**src/rtl/wb_arbiter_if.sv**
```systemverilog
// Bus bundle for the write-back arbiter: two MEM/WB lanes in, a single
// register-file write port and hazard-probe results out.
interface wb_arbiter_if #(
  parameter int DATA_W = 32
);
  logic              regwrite1;
  logic              regwrite2;
  logic              memtoreg1;
  logic              memtoreg2;
  logic [DATA_W-1:0] readdata1;
  logic [DATA_W-1:0] readdata2;
  logic [DATA_W-1:0] resultalu1;
  logic [DATA_W-1:0] resultalu2;
  logic [4:0]        rd1;
  logic [4:0]        rd2;
  logic [4:0]        query_rs;
  logic              rf_we;
  logic [4:0]        rf_waddr;
  logic [DATA_W-1:0] rf_wdata;
  logic              stall;
  logic              pending_hit;
  logic [DATA_W-1:0] pending_data;

  modport slave (
    input  regwrite1, regwrite2, memtoreg1, memtoreg2,
    input  readdata1, readdata2, resultalu1, resultalu2,
    input  rd1, rd2, query_rs,
    output rf_we, rf_waddr, rf_wdata, stall, pending_hit, pending_data
  );

  modport master (
    output regwrite1, regwrite2, memtoreg1, memtoreg2,
    output readdata1, readdata2, resultalu1, resultalu2,
    output rd1, rd2, query_rs,
    input  rf_we, rf_waddr, rf_wdata, stall, pending_hit, pending_data
  );
endinterface

```
**src/rtl/wb_arbiter.sv**
```systemverilog
// Dual-lane write-back arbiter: merges two MEM/WB writes onto one register-file
// port through a 4-entry in-order deferred-write queue with forwarding probe.
module wb_arbiter (
  input  logic         clk,
  input  logic         reset,
  wb_arbiter_if.slave  bus
);
  localparam int DATA_W = 32;
  localparam int DEPTH  = 4;
  localparam int LIST_N = 8;

  logic [DATA_W-1:0] lane1_data_p0;
  logic [DATA_W-1:0] lane2_data_p0;
  logic              vld1_p0;
  logic              vld2_p0;

  logic [4:0]        lst_addr [LIST_N];
  logic [DATA_W-1:0] lst_data [LIST_N];
  logic [2:0]        lst_n;
  logic [2:0]        cnt_next;

  logic [4:0]        q_addr_p1 [DEPTH];
  logic [DATA_W-1:0] q_data_p1 [DEPTH];
  logic [2:0]        q_cnt_p1;
  logic              stall_p1;
  logic              rf_we_p1;
  logic [4:0]        rf_waddr_p1;
  logic [DATA_W-1:0] rf_wdata_p1;

  // Stage p0: lane select and keep decision; lane 2 wins a same-register pair
  always_comb begin
    lane1_data_p0 = bus.memtoreg1 ? bus.readdata1 : bus.resultalu1;
    lane2_data_p0 = bus.memtoreg2 ? bus.readdata2 : bus.resultalu2;
    vld2_p0 = !stall_p1 && bus.regwrite2 && (bus.rd2 != 5'd0);
    vld1_p0 = !stall_p1 && bus.regwrite1 && (bus.rd1 != 5'd0) &&
              !(vld2_p0 && (bus.rd1 == bus.rd2));
  end

  // Ordered list: stored entries oldest-first, then kept lane 1, then lane 2
  always_comb begin
    for (int i = 0; i < LIST_N; i++) begin
      lst_addr[i] = '0;
      lst_data[i] = '0;
    end
    for (int i = 0; i < DEPTH; i++) begin
      lst_addr[i] = q_addr_p1[i];
      lst_data[i] = q_data_p1[i];
    end
    lst_n = q_cnt_p1;
    if (vld1_p0) begin
      lst_addr[lst_n] = bus.rd1;
      lst_data[lst_n] = lane1_data_p0;
      lst_n = lst_n + 3'd1;
    end
    if (vld2_p0) begin
      lst_addr[lst_n] = bus.rd2;
      lst_data[lst_n] = lane2_data_p0;
      lst_n = lst_n + 3'd1;
    end
    cnt_next = (lst_n == 3'd0) ? 3'd0 : lst_n - 3'd1;
  end

  // Stage p1: head of list retires to the register file, remainder shifts down
  always_ff @(posedge clk) begin
    if (reset) begin
      q_cnt_p1    <= 3'd0;
      stall_p1    <= 1'b0;
      rf_we_p1    <= 1'b0;
      rf_waddr_p1 <= '0;
      rf_wdata_p1 <= '0;
    end else begin
      q_cnt_p1    <= cnt_next;
      stall_p1    <= (cnt_next >= 3'd3);
      rf_we_p1    <= (lst_n != 3'd0);
      rf_waddr_p1 <= (lst_n != 3'd0) ? lst_addr[0] : 5'd0;
      rf_wdata_p1 <= (lst_n != 3'd0) ? lst_data[0] : '0;
    end
  end

  // Entry payload needs no reset: slots at or above q_cnt_p1 are never read
  always_ff @(posedge clk) begin
    for (int i = 0; i < DEPTH; i++) begin
      q_addr_p1[i] <= lst_addr[i+1];
      q_data_p1[i] <= lst_data[i+1];
    end
  end

  // Probe walks oldest to youngest so the last match wins
  always_comb begin
    bus.pending_hit  = 1'b0;
    bus.pending_data = '0;
    for (int i = 0; i < DEPTH; i++) begin
      if ((3'(i) < q_cnt_p1) && (bus.query_rs != 5'd0) &&
          (q_addr_p1[i] == bus.query_rs)) begin
        bus.pending_hit  = 1'b1;
        bus.pending_data = q_data_p1[i];
      end
    end
  end

  assign bus.rf_we    = rf_we_p1;
  assign bus.rf_waddr = rf_waddr_p1;
  assign bus.rf_wdata = rf_wdata_p1;
  assign bus.stall    = stall_p1;
endmodule

```
**src/flat_wrapper.sv**
```systemverilog
// flat-port wrapper written by rule: the top's interface ports become plain ports
module wb_arbiter_flat 
  (clk, reset, bus_regwrite1, bus_regwrite2, bus_memtoreg1, bus_memtoreg2, bus_readdata1, bus_readdata2, bus_resultalu1, bus_resultalu2, bus_rd1, bus_rd2, bus_query_rs, bus_rf_we, bus_rf_waddr, bus_rf_wdata, bus_stall, bus_pending_hit, bus_pending_data);
  wb_arbiter_if #(.DATA_W(32)) bus_i ();
  input  logic clk;
  input  logic reset;
  input wire logic [$bits(bus_i.regwrite1)-1:0] bus_regwrite1;
  input wire logic [$bits(bus_i.regwrite2)-1:0] bus_regwrite2;
  input wire logic [$bits(bus_i.memtoreg1)-1:0] bus_memtoreg1;
  input wire logic [$bits(bus_i.memtoreg2)-1:0] bus_memtoreg2;
  input wire logic [$bits(bus_i.readdata1)-1:0] bus_readdata1;
  input wire logic [$bits(bus_i.readdata2)-1:0] bus_readdata2;
  input wire logic [$bits(bus_i.resultalu1)-1:0] bus_resultalu1;
  input wire logic [$bits(bus_i.resultalu2)-1:0] bus_resultalu2;
  input wire logic [$bits(bus_i.rd1)-1:0] bus_rd1;
  input wire logic [$bits(bus_i.rd2)-1:0] bus_rd2;
  input wire logic [$bits(bus_i.query_rs)-1:0] bus_query_rs;
  output wire logic [$bits(bus_i.rf_we)-1:0] bus_rf_we;
  output wire logic [$bits(bus_i.rf_waddr)-1:0] bus_rf_waddr;
  output wire logic [$bits(bus_i.rf_wdata)-1:0] bus_rf_wdata;
  output wire logic [$bits(bus_i.stall)-1:0] bus_stall;
  output wire logic [$bits(bus_i.pending_hit)-1:0] bus_pending_hit;
  output wire logic [$bits(bus_i.pending_data)-1:0] bus_pending_data;
  assign bus_i.regwrite1 = bus_regwrite1;
  assign bus_i.regwrite2 = bus_regwrite2;
  assign bus_i.memtoreg1 = bus_memtoreg1;
  assign bus_i.memtoreg2 = bus_memtoreg2;
  assign bus_i.readdata1 = bus_readdata1;
  assign bus_i.readdata2 = bus_readdata2;
  assign bus_i.resultalu1 = bus_resultalu1;
  assign bus_i.resultalu2 = bus_resultalu2;
  assign bus_i.rd1 = bus_rd1;
  assign bus_i.rd2 = bus_rd2;
  assign bus_i.query_rs = bus_query_rs;
  assign bus_rf_we = bus_i.rf_we;
  assign bus_rf_waddr = bus_i.rf_waddr;
  assign bus_rf_wdata = bus_i.rf_wdata;
  assign bus_stall = bus_i.stall;
  assign bus_pending_hit = bus_i.pending_hit;
  assign bus_pending_data = bus_i.pending_data;
  wb_arbiter u_core (.clk(clk), .reset(reset), .bus(bus_i));
endmodule
```
**config.mk**
```make
export PLATFORM = sky130hd
export DESIGN_NAME = wb_arbiter_flat
export DESIGN_NICKNAME = d
export VERILOG_FILES = /design/src/rtl/wb_arbiter_if.sv /design/src/rtl/wb_arbiter.sv /design/src/flat_wrapper.sv
export SDC_FILE = /design/constraint.sdc
export NUM_CORES = 1
export LEC_CHECK = 0
export ABC_CLOCK_PERIOD_IN_PS = 6300
export CAP_MARGIN = 5
export CELL_PAD_IN_SITES_DETAIL_PLACEMENT = 0
export CELL_PAD_IN_SITES_GLOBAL_PLACEMENT = 1
export CORE_MARGIN = 3
export CORE_UTILIZATION = 43
export CTS_CLUSTER_DIAMETER = 50
export DETAILED_ROUTE_END_ITERATION = 10
export GPL_ROUTABILITY_DRIVEN = 0
export PLACE_DENSITY_LB_ADDON = 0.1
export SLEW_MARGIN = 20
export SYNTH_ARGS = -nofsm -noshare
export SYNTH_HDL_FRONTEND = slang
export SYNTH_SLANG_ARGS = --single-unit
```
**constraint.sdc**
```tcl
create_clock -name clk -period 6.3 [get_ports clk]
set_input_delay 1.89 -clock clk [delete_from_list [all_inputs] [get_ports clk]]
set_output_delay 1.89 -clock clk [all_outputs]
set_load 0.02 [all_outputs]
```
# Yosys cells after proc, flatten, opt, wreduce, memory -nomap -nowiden
# Memory sizes are Yosys's and may differ from the RTL's.
# Cells that the tools add are included.
# word_totals
regBits	42
ramBits	148
inputBits	149
out_inout_bits	72
wordCells	80
n_memories	2
# mem_list
name	words	width	rd	rd_clocked_by_memory_dff	write_ports	line	rtl
u_core.q_data_p1	4	32	4	0	4	wb_arbiter.sv:23	logic [DATA_W-1:0] q_data_p1 [DEPTH];
u_core.q_addr_p1	4	5	4	0	4	wb_arbiter.sv:22	logic [4:0] q_addr_p1 [DEPTH];
# classes
addsub	3
magnitude_cmp	9
n_eq_ne	5
mux	29
bitwise_logic	3
n_reduce_logical	24
# ops
cell	n
bitwise mux 256 bit	2
two-way mux 256 bit	2
two-way mux 32 bit	8
demux 32 bit (select 3 bit)	2
bitwise mux 40 bit	2
two-way mux 40 bit	2
demux 5 bit (select 3 bit)	2
== test 5 bit	5
logical AND 1 bit	16
nonzero test 5 bit	3
two-way mux 5 bit	2
two-way mux 3 bit	3
>= comparator 4 bit, second input constant	2
less-than comparator 4 x 1 -> 1 bit, second input constant	2
inverter 3 -> 4 bit	2
adder 3 x 1 -> 3 bit, second input constant	2
less-than comparator 1 x 3 -> 1 bit, first input constant	2
less-than comparator 2 x 3 -> 1 bit, first input constant	2
two-way mux 1 bit	4
>= comparator 3 x 2 -> 1 bit, second input constant	1
logical NOT 3 bit	1
nonzero test 3 bit	1
subtractor 3 x 1 -> 3 bit, second input constant	1
logical NOT 1 bit	2
other kinds (2)	2

# Longest topological paths before layout
# logic_depth
ltp_word	14
ltp_mapped	16
ltp_nobuf	13

# Worst setup path after synthesis
# Ideal clock, no wire load.
# synth_path
path_type	input-to-output
startpoint	input bus_query_rs[0]
endpoint	output bus_pending_data[10]
arrival_time_ns	3.676
t_required_ns	4.410
slack_ns	0.734
path_stages	9
cell_sequence	buf_2 or4_1 o22ai_1 or4_1 buf_2 clkbuf_1 o21ai_0 a31oi_1 a21o_1
# synth_between
elab_chain_len	7
elab_cells_between_ends	17
classes_between	eq/ne: 4; mux: 4; reduce/logical: 9
# synth_lines
item	line	rtl
start, declared	flat_wrapper.sv:17	input wire logic [$bits(bus_i.query_rs)-1:0] bus_query_rs;
nonzero test 5 bit	wb_arbiter.sv:93	if ((3'(i) < q_cnt_p1) && (bus.query_rs != 5'd0) &&
logical AND 1 bit (2 in a row)	wb_arbiter.sv:93	
two-way mux 32 bit (3 in a row)	wb_arbiter.sv:93	
two-way mux 32 bit (*)	wb_arbiter.sv:93	
end, declared	flat_wrapper.sv:23	output wire logic [$bits(bus_i.pending_data)-1:0] bus_pending_data;
# Every way passes the cells marked *; elsewhere a longest branch is shown, timed or not.

# Worst setup path after layout
# layout_path
startpoint	input bus_query_rs[0]
endpoint	output bus_pending_data[31]
# Same word-level chain as after synthesis.

==> key figures <==
Clocking
  • Clk sinks: 190
  • # H-tree levels: 4
  • Clk Latency, worst-skew pair: 440 ps
  • CTS buffer count: 17
  • CTS tree: built
  • Clk slew on worst S/H paths: 80 ps
  • Root Buffer: clkbuf_16
  • Clock Tree Buf Depth: 2

Finish
  • Area growth syn-to-layout: 28.7%
  • Number of diodes: 0
  • Layout cells sized above 1: 11.8%
  • Post-route cell area: 0.0137 mm^2
  • Final nets: 1458
  • Final non-filler cell total: 1643

Timing
  • Endpoints failing setup: 0
  • Max-slew violations: 0
  • Tmin final: 6170 ps
  • Period utilization: 97.9%
  • Slew HR: 29.0%
  • Slew @ Worst Pin: 1070 ps
  • Final Hold Fails: 0
  • Clock skew: 13.6 ps
  • Fmax: 162 MHz
  • Unrepaired setup endpoints after global routing: no

Synthesis
  • Ys flop type: dfxtp_1
  • Yosys cell types: 59
  • Mean post-synth cell area: 9.53 um^2
  • Seq/Total Area, Yosys: 35.6%
  • Syn. warnings: 0
  • Cells after synthesis: 1121
  • Syn Std Cell Area: 0.0107 mm^2
  • Ys async rst share: 0%
  • Number of flops mapped to enable cells by yosys: 0
  • Flops & latches, synth: 190
  • Mapped Nets: 1273

Drt
  • DRC violations left: 0
  • TritonRoute pass-1 iters: 5
  • Total wire length: 35.5 mm
  • Vias: 9427
  • Via density: 5.74
  • DR iter-0 viols: 740
  • WL/cell: 21.6 um
  • Routed Antenna Nets: 0

Floorplanning
  • Core ar.: 0.0244 mm^2
  • Die width: 164 um
  • Die span in y: 164 um
  • Die Area: 0.0268 mm^2
  • Num rows: 57
  • Starting Density: 43.8%
  • Io pins: 221

Worst setup path
  • CP Class: primary input to output pin
  • Critical Path AT: 4280 ps
  • CP max stage cell: or4_1
  • CP startpoint kind: primary input
  • Critical Path Start: bus_query_rs[0]
  • Critical Path, Cell by Cell: clkdlybuf4s50_1, or4_1, o22ai_2, or3_1, buf_12, nand3_1, a31oi_1, a21o_1, dlygate4sd2_1
  • Reg2reg start: u_core.bus.stall
  • Slowest stage delay, CP: 600 ps
  • Critical Path Fanout Max: 23
  • CP Capture Type: output pin
  • Worst endpoint required time: 4410 ps

Place
  • Post-place instance area: 0.0131 mm^2
  • Post-Place Cells: 1609
  • Number of port buffers: 220
  • Post-DP HPWL: 22.1 mm

Global routing
  • Vias in the first global route: 9242
  • Gr usage total: 25.6%
  • Met3 global-route usage: 5.07%
  • Global-route wire length before repair: 53.1 mm
  • Initial antenna violation count: 0
  • GR met2 Demand/Resource: 42.0%
  • Busiest layer in global routing: met2
  • Pin count of the biggest net entering global routing: 75
  • Met1 Use GR: 35.0%
  • Grt total ovfl: 0

Power and ir drop
  • Peak VDD IR: 0.221 mV
  • Leakage dissipation: 6.30 nW
  • Power Dens Cells: 349 mW/mm^2
  • Power, Total: 4.80 mW

Outcome
  • Status: complete, no violations

Min path
  • Worst Hold Class: flop to flop
  • Min-delay src: u_core.q_data_p1[1][9]

Flow run
  • Maxcap violations: 0
[cells by family after synthesis]
logic type	synth area share [%]
muxes	28.0
AOI/OAI and AO/OA	15.4
and+or+nand+nor	11.3
DFF	35.6
buffers and inverters	6.85
xor gates and xnor gates	2.46
adders and majority gates	0.352
[metal layers]
metal  part of all wire (%)  up-vias
li1                       -     4477
met4                    1.2        0
met1                     46     4543
met5                      0        -
met3                    7.3       33
met2                     46      374
[cell type report]
class / count / area [um^2]
repair buffers: 267 / 2670
clock buffers: 18 / 439
inverters: 8 / 30.0
multi-input cells: 822 / 6250
well taps: 324 / 405
clock inverters: 14 / 153
fillers: 2253 / 10600
flip-flops and latches: 190 / 3800
[worst paths after layout]
| path | endpoint | slack, ps | cells after the start |
|---|---|---|---|
| worst min-delay path | u_core.q_data_p1[0][9] | 540 | 2 |
| worst min register to register | u_core.q_data_p1[0][9] | 540 | 2 |
| worst max-delay path | bus_pending_data[31] | 130 | 9 |
| worst max register to register | u_core.q_data_p1[0][2] | 2880 | 8 |
[state kept, by name (all words and copies together), names as in the netlist]
register,flops
u_core.bus.rf_wdata,32
u_core.bus.stall,1
u_core.bus.rf_we,1
u_core.bus.rf_waddr,5
u_core.q_cnt_p1,3
u_core.q_data_p1,128
u_core.q_addr_p1,20
[cell usage after synthesis, types with 4 or more instances]
library cell	count	area, um^2
o211ai_1	32	240
mux2_2	32	360
buf_4	6	45.0
mux2i_1	261	2610
buf_12	9	180
nor2b_1	4	25.0
a31oi_1	34	213
a21oi_1	33	165
or2_0	20	125
nor2_1	16	60.1
nand3_1	71	355
clkbuf_1	47	176
buf_6	17	191
buf_2	20	100
dfxtp_1	190	3800
xor2_1	9	78.8
xnor2_1	21	184
o21ai_2	4	35.0
o21ai_0	71	355
a211oi_1	6	45.0
nand4_1	4	25.0
inv_1	8	30.0
or2_2	13	81.3
a21o_1	34	255
nand2_1	80	300
nor3_1	6	30.0
o22ai_1	33	206
[critical path, delay by kind of cell]
| family | cells | cell delay, ps |
|---|---|---|
| AOI/OAI and AO/OA | 3 | 500 |
| buffers and inverters | 3 | 960 |
| and+or+nand+nor | 3 | 910 |
[per-stage QoR]
step                util [%]  hold WS [ps]  setup TNS [ps]  worst slack, ps
floorplan                  -           507               0              734
CTS                     56.1           548               0             13.8
global route            56.4           571               0             7.58
detailed placement      53.8           528           -4980             -187
finish                  56.4           544               0              130
global placement        53.8           518           -4300             -153
[cell usage in the layout (no fill, tap or decap), types with 13 or more instances in the layout]
cell type and n:
buf_4 35, dlygate4sd2_1 32, mux2i_1 261, o211ai_1 32
clkbuf_16 19, mux2_2 32, clkdlybuf4s50_1 185, a21o_1 34
or2_0 20, nor2_1 15, o22ai_1 32, a21oi_1 33
a31oi_1 34, nand3_1 69, or2_2 13, nand2_1 80
dfxtp_1 190, o21ai_0 67, xnor2_1 21
[where the power goes]
group	switching (mW)	total, mW	internal, mW
Sequential	0.179	1.74	1.56
Clock	0.531	1.10	0.573
Combinational	1.10	1.95	0.854
Total	1.81	4.80	2.99
[what timing repair did]
action / in CTS / in global routing
setup endpoints to repair: 32 / 33
gates resized for setup: 34 / 10
cloned: 0 / 2
pin swaps: 0 / 0
buffers inserted: 0 / 0
hold buffers: 0 / 0
Power figures use the tool's default switching activity.
